**src/rtl/fir_pkg.sv**
```systemverilog
// Shared FIR datapath definitions: FSM states, clog2 and saturation code helpers.
package fir_pkg;

  typedef enum logic [1:0] {
    IDLE  = 2'd0,
    ACCUM = 2'd1,
    DONE  = 2'd2
  } fir_state_t;

  function automatic int clog2(input int n);
    int r;
    int v;
    r = 0;
    v = n - 1;
    while (v > 0) begin
      r++;
      v = v >> 1;
    end
    return r;
  endfunction

  // Two's complement extreme codes for a w-bit signed output word.
  function automatic logic [63:0] sat_max_code(input int w);
    return (64'd1 << (w - 1)) - 64'd1;
  endfunction

  function automatic logic [63:0] sat_min_code(input int w);
    return 64'd1 << (w - 1);
  endfunction

endpackage

```
**src/rtl/fp_saturate.sv**
```systemverilog
// Combinational fixed-point narrowing: truncate (or round-half-up when
// FIR_ACC_ROUND_EN is defined), then clamp to the output integer range.
module fp_saturate
  import fir_pkg::*;
#(
  parameter int WI_IN  = 12,
  parameter int WF_IN  = 32,
  parameter int WI_OUT = 4,
  parameter int WF_OUT = 16
) (
  input  logic [WI_IN+WF_IN-1:0]   din,
  output logic [WI_OUT+WF_OUT-1:0] dout,
  output logic                     ovf
);

  localparam int WIN  = WI_IN + WF_IN;
  localparam int WOUT = WI_OUT + WF_OUT;
  localparam int SH   = WF_IN - WF_OUT;
  localparam int WT   = WIN - SH;
  localparam logic [WOUT-1:0] MAXC = WOUT'(sat_max_code(WOUT));
  localparam logic [WOUT-1:0] MINC = WOUT'(sat_min_code(WOUT));

  // One guard bit on top so the rounding increment can never wrap.
  logic [WIN:0] ext;
  logic [WT:0]  trunc;
  logic [WT-WOUT+1:0] hi;
  logic in_range;

`ifdef FIR_ACC_ROUND_EN
  generate
    if (SH > 0) begin : g_round
      assign ext = {din[WIN-1], din} + ((WIN+1)'(1) << (SH - 1));
    end else begin : g_noround
      assign ext = {din[WIN-1], din};
    end
  endgenerate
`else
  assign ext = {din[WIN-1], din};
`endif

  assign trunc = ext[WIN:SH];

  generate
    if (SH > 0) begin : g_frac
      logic unused_frac;
      assign unused_frac = ^ext[SH-1:0];
    end
  endgenerate

  // Value fits when every bit above the output sign bit matches it.
  assign hi       = trunc[WT:WOUT-1];
  assign in_range = (&hi) | ~(|hi);

  always_comb begin
    dout = trunc[WOUT-1:0];
    ovf  = 1'b0;
    if (!in_range) begin
      ovf  = 1'b1;
      dout = trunc[WT] ? MINC : MAXC;
    end
  end

endmodule

```
**src/rtl/fir_mac_accumulator.sv**
```systemverilog
// FIR accumulate stage: sums NTAPS tap products per sample and emits a
// saturated Q(WI_O).(WF_O) result. Build option: FIR_ACC_ROUND_EN (rounding).
module fir_mac_accumulator
  import fir_pkg::*;
#(
  parameter int WI_P  = 8,
  parameter int WF_P  = 32,
  parameter int NTAPS = 16,
  parameter int WI_O  = 4,
  parameter int WF_O  = 16
) (
  input  logic                 clk,
  input  logic                 rst,
  input  logic                 start,
  input  logic                 prod_valid,
  input  logic [WI_P+WF_P-1:0] prod,
  output logic [WI_O+WF_O-1:0] acc_out,
  output logic                 out_valid,
  output logic                 busy,
  output logic                 ovf
);

  localparam int GB = clog2(NTAPS);
  localparam int WP = WI_P + WF_P;
  localparam int WA = WP + GB;
  localparam int CW = clog2(NTAPS);
  localparam logic [CW-1:0] LAST_TAP = CW'(NTAPS - 1);

  fir_state_t state, state_next;
  logic [WA-1:0] acc;
  logic [CW-1:0] tap_cnt;
  logic [WI_O+WF_O-1:0] sat_out;
  logic sat_ovf;

  fp_saturate #(
    .WI_IN (WI_P + GB),
    .WF_IN (WF_P),
    .WI_OUT(WI_O),
    .WF_OUT(WF_O)
  ) u_sat (
    .din (acc),
    .dout(sat_out),
    .ovf (sat_ovf)
  );

  always_ff @(posedge clk or posedge rst) begin
    if (rst) state <= IDLE;
    else     state <= state_next;
  end

  always_comb begin
    state_next = state;
    busy       = 1'b0;
    case (state)
      IDLE: begin
        if (start) state_next = ACCUM;
      end
      ACCUM: begin
        busy = 1'b1;
        if (prod_valid && tap_cnt == LAST_TAP) state_next = DONE;
      end
      DONE: begin
        busy       = 1'b1;
        state_next = IDLE;
      end
      default: state_next = IDLE;
    endcase
  end

  // Guard bits make the running sum wide enough that it never wraps.
  always_ff @(posedge clk or posedge rst) begin
    if (rst) begin
      acc       <= '0;
      tap_cnt   <= '0;
      acc_out   <= '0;
      ovf       <= 1'b0;
      out_valid <= 1'b0;
    end else begin
      out_valid <= 1'b0;
      case (state)
        IDLE: begin
          if (start) begin
            acc     <= '0;
            tap_cnt <= '0;
          end
        end
        ACCUM: begin
          if (prod_valid) begin
            acc     <= acc + {{GB{prod[WP-1]}}, prod};
            tap_cnt <= tap_cnt + 1'b1;
          end
        end
        DONE: begin
          acc_out   <= sat_out;
          ovf       <= sat_ovf;
          out_valid <= 1'b1;
        end
        default: ;
      endcase
    end
  end

endmodule
```
**config.mk**
```make
export PLATFORM = sky130hd
export DESIGN_NAME = fir_mac_accumulator
export DESIGN_NICKNAME = d
export VERILOG_FILES = /design/src/rtl/fir_pkg.sv /design/src/rtl/fp_saturate.sv /design/src/rtl/fir_mac_accumulator.sv
export SDC_FILE = /design/constraint.sdc
export NUM_CORES = 1
export LEC_CHECK = 0
export ABC_AREA = 1
export CAP_MARGIN = 20
export CORE_UTILIZATION = 59
export CTS_CLUSTER_SIZE = 8
export DETAILED_ROUTE_END_ITERATION = 8
export GPL_ROUTABILITY_DRIVEN = 0
export GPL_TIMING_DRIVEN = 0
export PLACE_DENSITY = 0.87
export SLEW_MARGIN = 20
export SYNTH_ARGS = -nofsm -noshare
export SYNTH_HDL_FRONTEND = slang
export SYNTH_SLANG_ARGS = --single-unit
```
**constraint.sdc**
```tcl
create_clock -name clk -period 2.6 [get_ports clk]
set_input_delay 0.52 -clock clk [delete_from_list [all_inputs] [get_ports clk]]
set_output_delay 0.52 -clock clk [all_outputs]
set_load 0.01 [all_outputs]
```
# After elaboration in Yosys (flattened, before gate mapping)
# Cells that the tools add are included.
op_classes:
  n_addsub: 2
  n_eq_ne: 6
  muxes: 14
  bitwise_logic: 2
  reduce_logical: 8
ops:
  columns: ["cell", "count"]
  rows:
  - ["$mux 44", 2]
  - ["$pmux 44 s2", 1]
  - ["$add 44x44->44", 1]
  - ["$mux 20", 2]
  - ["$reduce_and 9->1", 1]
  - ["$reduce_or 9->1", 1]
  - ["$mux 4", 2]
  - ["$pmux 4 s2", 1]
  - ["$ne 2x2->1 const B", 3]
  - ["$add 4x1->4 const B", 1]
  - ["$eq 4x4->1 const B", 1]
  - ["$mux 2", 2]
  - ["$pmux 2 s2", 1]
  - ["$mux 1", 3]
  - ["$reduce_and 3->1", 1]
  - ["$eq 2x1->1 const B", 1]
  - ["$eq 2x2->1 const B", 1]
  - ["$logic_not 2->1", 1]
  - ["$reduce_and 2->1", 1]
  - ["$reduce_bool 2->1", 1]
  - ["$reduce_or 2->1", 1]
  - ["$logic_and 1x1->1", 1]
  - ["$not 1->1", 1]
  - ["$or 1x1->1", 1]
word_totals:
  reg_bits: 72
  output_inout_bits: 23
  elab_cells: 38

# Depth between registers and ports, before layout
logic_depth:
  word_depth: 4
  mapped_depth: 14
  mapped_depth_nobuf: 14

# Modules after synthesis
# Synthesis repeated with hierarchy kept, for this count alone.
hier_totals:
  cells_unflattened: 1064
  hier_area_um2: 6657.6
modules_own_cells:
  columns: ["mod", "n_inst", "cells_each", "area_each_um2"]
  rows:
  - ["fir_mac_accumulator", 1, 1002, 6378.6]
  - ["fp_saturate", 1, 62, 279.0]

# Worst setup path before layout
# OpenSTA, ideal clock, no wires.
synth_path:
  kind: "input port to flip-flop"
  start: "in prod[0]"
  end: "reg acc[40]"
  arrival_time_ns: 1.914
  required_time_ns: 2.483
  setup_slack_ns: 0.568
  stages: 12
  path_buffers: 0
  cell_sequence: "ha_1 fa_1 nand3_1 nand3_2 nand2_1 nand2_1 nand2_1 nand3_2 nand2_1 nand3_1 nand3_1 nand2_1"
synth_via:
  elab_chain_len: 3
synth_lines:
  columns: ["element", "line", "rtl"]
  rows:
  - ["start: declaration", "fir_mac_accumulator.sv:16", "input logic [WI_P+WF_P-1:0] prod,"]
  - ["$add 44x44->44", "fir_mac_accumulator.sv:89", "acc <= acc + {{GB{prod[WP-1]}}, prod};"]
  - ["$mux 44", "fir_mac_accumulator.sv:88", "if (prod_valid) begin"]
  - ["$pmux 44 s2", "fir_mac_accumulator.sv:80", "case (state)"]
  - ["end signal: assignment", "fir_mac_accumulator.sv:89", null]
  - ["end: declaration", "fir_mac_accumulator.sv:30", "logic [WA-1:0] acc;"]
# No other way between the ends. The select of a mux whose other input is x is not followed.
# A chain may end at the register's enable or synchronous reset.

# Final worst setup path
# Ends and elaborated chain as after synthesis.

==> run summary <==
Synth cell types: 37
net switching power: 3.90 mW
Final Hold Viols: 0
CTS max path bufs: 2
RSZ-0062 raised after global routing: false
Synth Area in Simple Gates: 40.7%
mux share of post-synthesis cell area: 0.154%
XOR/XNOR Fraction of Synth Area: 0.539%
worst-margin pin slew: 0.510 ns
Antenna diodes: 0
slowest CP cell: clkdlybuf4s50_1
Crit. End Element: flip-flop
post-synth top area cell: dfrtp_1
starting density of the core: 61.8%
crit path to: acc[40]
post-DP HPWL: 14000 µm
FF-to-FF setup slack: 0.35 ns
Post-Route Skew: 0.0104 ns
post-route ant nets: 0
cell family with most CP delay: simple AND/OR/NAND/NOR gates
final critical-path share of the clock period: 93.7%
Core Util, Final: 72.1%
critical path cell sequence: clkdlybuf4s50_1, ha_1, fa_2, nand3_1, nand3_4, nand2_1, nand2_1, nand2_1, nand3_2, nand2_1, nand3_1, nand3_1, nand2_1
GRT Total Usage: 32.4%
Worst VDD drop: 653 µV
drt wl/cell: 13.6 µm
EDFF count, synth: 0
Compound-Gate Fraction of Synth Area: 9.79%
Netlist Area Pre-Place: 6490 µm²
sequential area share after synthesis: 27.7%
crit-path max FO: 6
Hold Path Class: input port to async pin
total gr overflow: 0
clk sinks: 72
M1 GR Usage: 42.6%
ys async rst share: 100%
Seq pwr share: 24.5%
Pleak: 4.12 nW
Clock H-tree levels: 3
leading cell type in the layout, fill and taps excluded: nand2_1
combinational share of power: 63.5%
Fin Setup TNS: 0 ns
Most Frequent Cell on Critical Path: nand2_1
pre-CTS worst setup slack: -0.292 ns
post-route cell area: 7570 µm²
Worst-path clk slew: 0.08 ns
CP Data Required Time: 2.86 ns
Stages on worst setup path: 13
Top FF cell, synth: dfrtp_1
final hold slack: 0.440 ns
DP Area: 7360 µm²
worst-skew pair later-pin latency: 0.37 ns
worst reg2reg path depth: 12
outcome: complete, no violations
pwr dens: 1020 nW/µm²
max-slew violations: 0
Initial DRC Count: 516
Synth area leaders: dfrtp_1 (28%), nand2_1 (24%), inv_1 (10%), ha_1 (9.2%), nor2_1 (5.1%)
Sw Share: 50.4%
crit path launch type: input port
largest family of logic cells by synthesized area: simple AND/OR/NAND/NOR gates
most frequent cells in the layout: nand2_1 (409), inv_1 (172), nor2_1 (88)
Die Wd: 107 µm
CTS buffer count: 9
fin crit period: 2.44 ns
core area: 10500 µm²
largest net degree at the start of global routing: 53
CP max stage delay: 0.40 ns
area grow syn2layout: 16.6%
Setup-failing EPs final: 0
initial antenna violation count: 0
PortBufs: 66
grt met3 use: 4.38%
Pre-antenna DRT Iters: 5
Max Cap Viol: 0
Worst Setup SP: prod[0]
buffer and inverter count on the worst path: 1
Pint: 3.83 mW
Mapped Avg Cell Area: 6.17 µm²
# rows: 37
routed wire length: 17300 µm
routed vias: 6843
Post-CTS Setup Inserts: 0
CTS root buffer: clkbuf_8
max_slew headroom: 66.0%
flops & latches, synth: 72
clock power share: 12.0%
Synth Net Count: 1146
Worst Path Class, Setup: input port to flip-flop
die height: 107 µm
Synth top area share: 27.7%
Reg-to-Reg End: acc[40]
setup ws final: 0.165 ns
Worst R2R Start: acc[0]
CTS tree: built
I/O pin count: 67
Adder-Cell Fraction of Synth Area: 9.55%
vias in the first global route: 6268
first-pass GRT wire length: 28900 µm
yosys warns: 0
share of cells above drive strength 1: 7.75%
layout net count: 1224
Synth Instances: 1053
met2 usage: 52.8%
DRC violations left: 0
die area: 11400 µm²
CP arrival: 2.70 ns
most used routing layer: met2
Vias/cell: 5.38
Max Freq: 411 MHz
cell families (layout without fill, tap and decap cells):
group / after synthesis / after routing
flops: 72 / 72
fa+ha+maj: 49 / 49
compound gates: 111 / 111
buf+inv: 195 / 278
simple gates: 621 / 621
xor+xnor: 4 / 4
mux: 1 / 1
Yosys cell counts, types with 5 or more instances:
cell type,number
buf_2,6
dfrtp_1,72
nor2_2,17
inv_2,9
o211ai_1,9
nand3_1,54
inv_1,173
ha_1,48
a21oi_1,51
o22ai_1,5
nor2_4,6
nand2_2,15
o21bai_1,6
nand3_2,8
o21ai_0,25
nand2_1,409
nor2_1,88
nand4_1,10
registers in the layout, summed over array words and instances, names as in the netlist:
register,cells
acc,44
acc_out,20
tap_cnt,4
state,2
out_valid,1
ovf,1
worst min path at each step:
stage | cells past startpoint | to | slack (ns)
floorplan | 2 | acc[12] | 0.45
global placement | 2 | acc_out[19] | 0.46
CTS | 2 | acc_out[18] | 0.44
finish | 2 | acc_out[18] | 0.44
detailed placement | 1 | ovf | 0.47
global route | 2 | acc_out[18] | 0.48
power by group through the flow:
stage | logic, mW | clock network [mW] | registers [mW]
after floorplan | 3.35 | 0 | 1.92
after global placement | 4.66 | 0 | 1.87
after CTS | 4.83 | 0.945 | 1.89
after detailed placement | 4.78 | 0 | 1.90
final | 4.91 | 0.926 | 1.89
after global routing | 5.47 | 0.990 | 1.95
layer usage:
metal	up-vias	routed length [µm]
li1	3436	-
met1	3068	7630
met2	285	7770
met3	54	1310
met4	0	638
met5	-	0
cell type report:
type / count / area [µm²]
multi-input cells: 786 / 3960
repair buffers: 67 / 688
clock buffers: 10 / 138
plain buffers: 13 / 67.6
fillers: 926 / 2930
well taps: 136 / 170
inverters: 182 / 686
flip-flops and latches: 72 / 1800
clock inverters: 6 / 67.6
metrics by stage:
stage	total power, mW	std cells
final	7.73	1272
after global routing	8.41	1272
after CTS	7.66	1272
after detailed placement	6.69	1256
after global placement	6.54	1255
after floorplan	5.27	1053
repair_timing:
| action | in CTS | in global routing |
|---|---|---|
| gates resized for setup | 0 | 3 |
| endpoints found under the setup margin | 0 | 2 |
| hold buffers | 0 | 0 |
(Power assumes the default switching activity.)
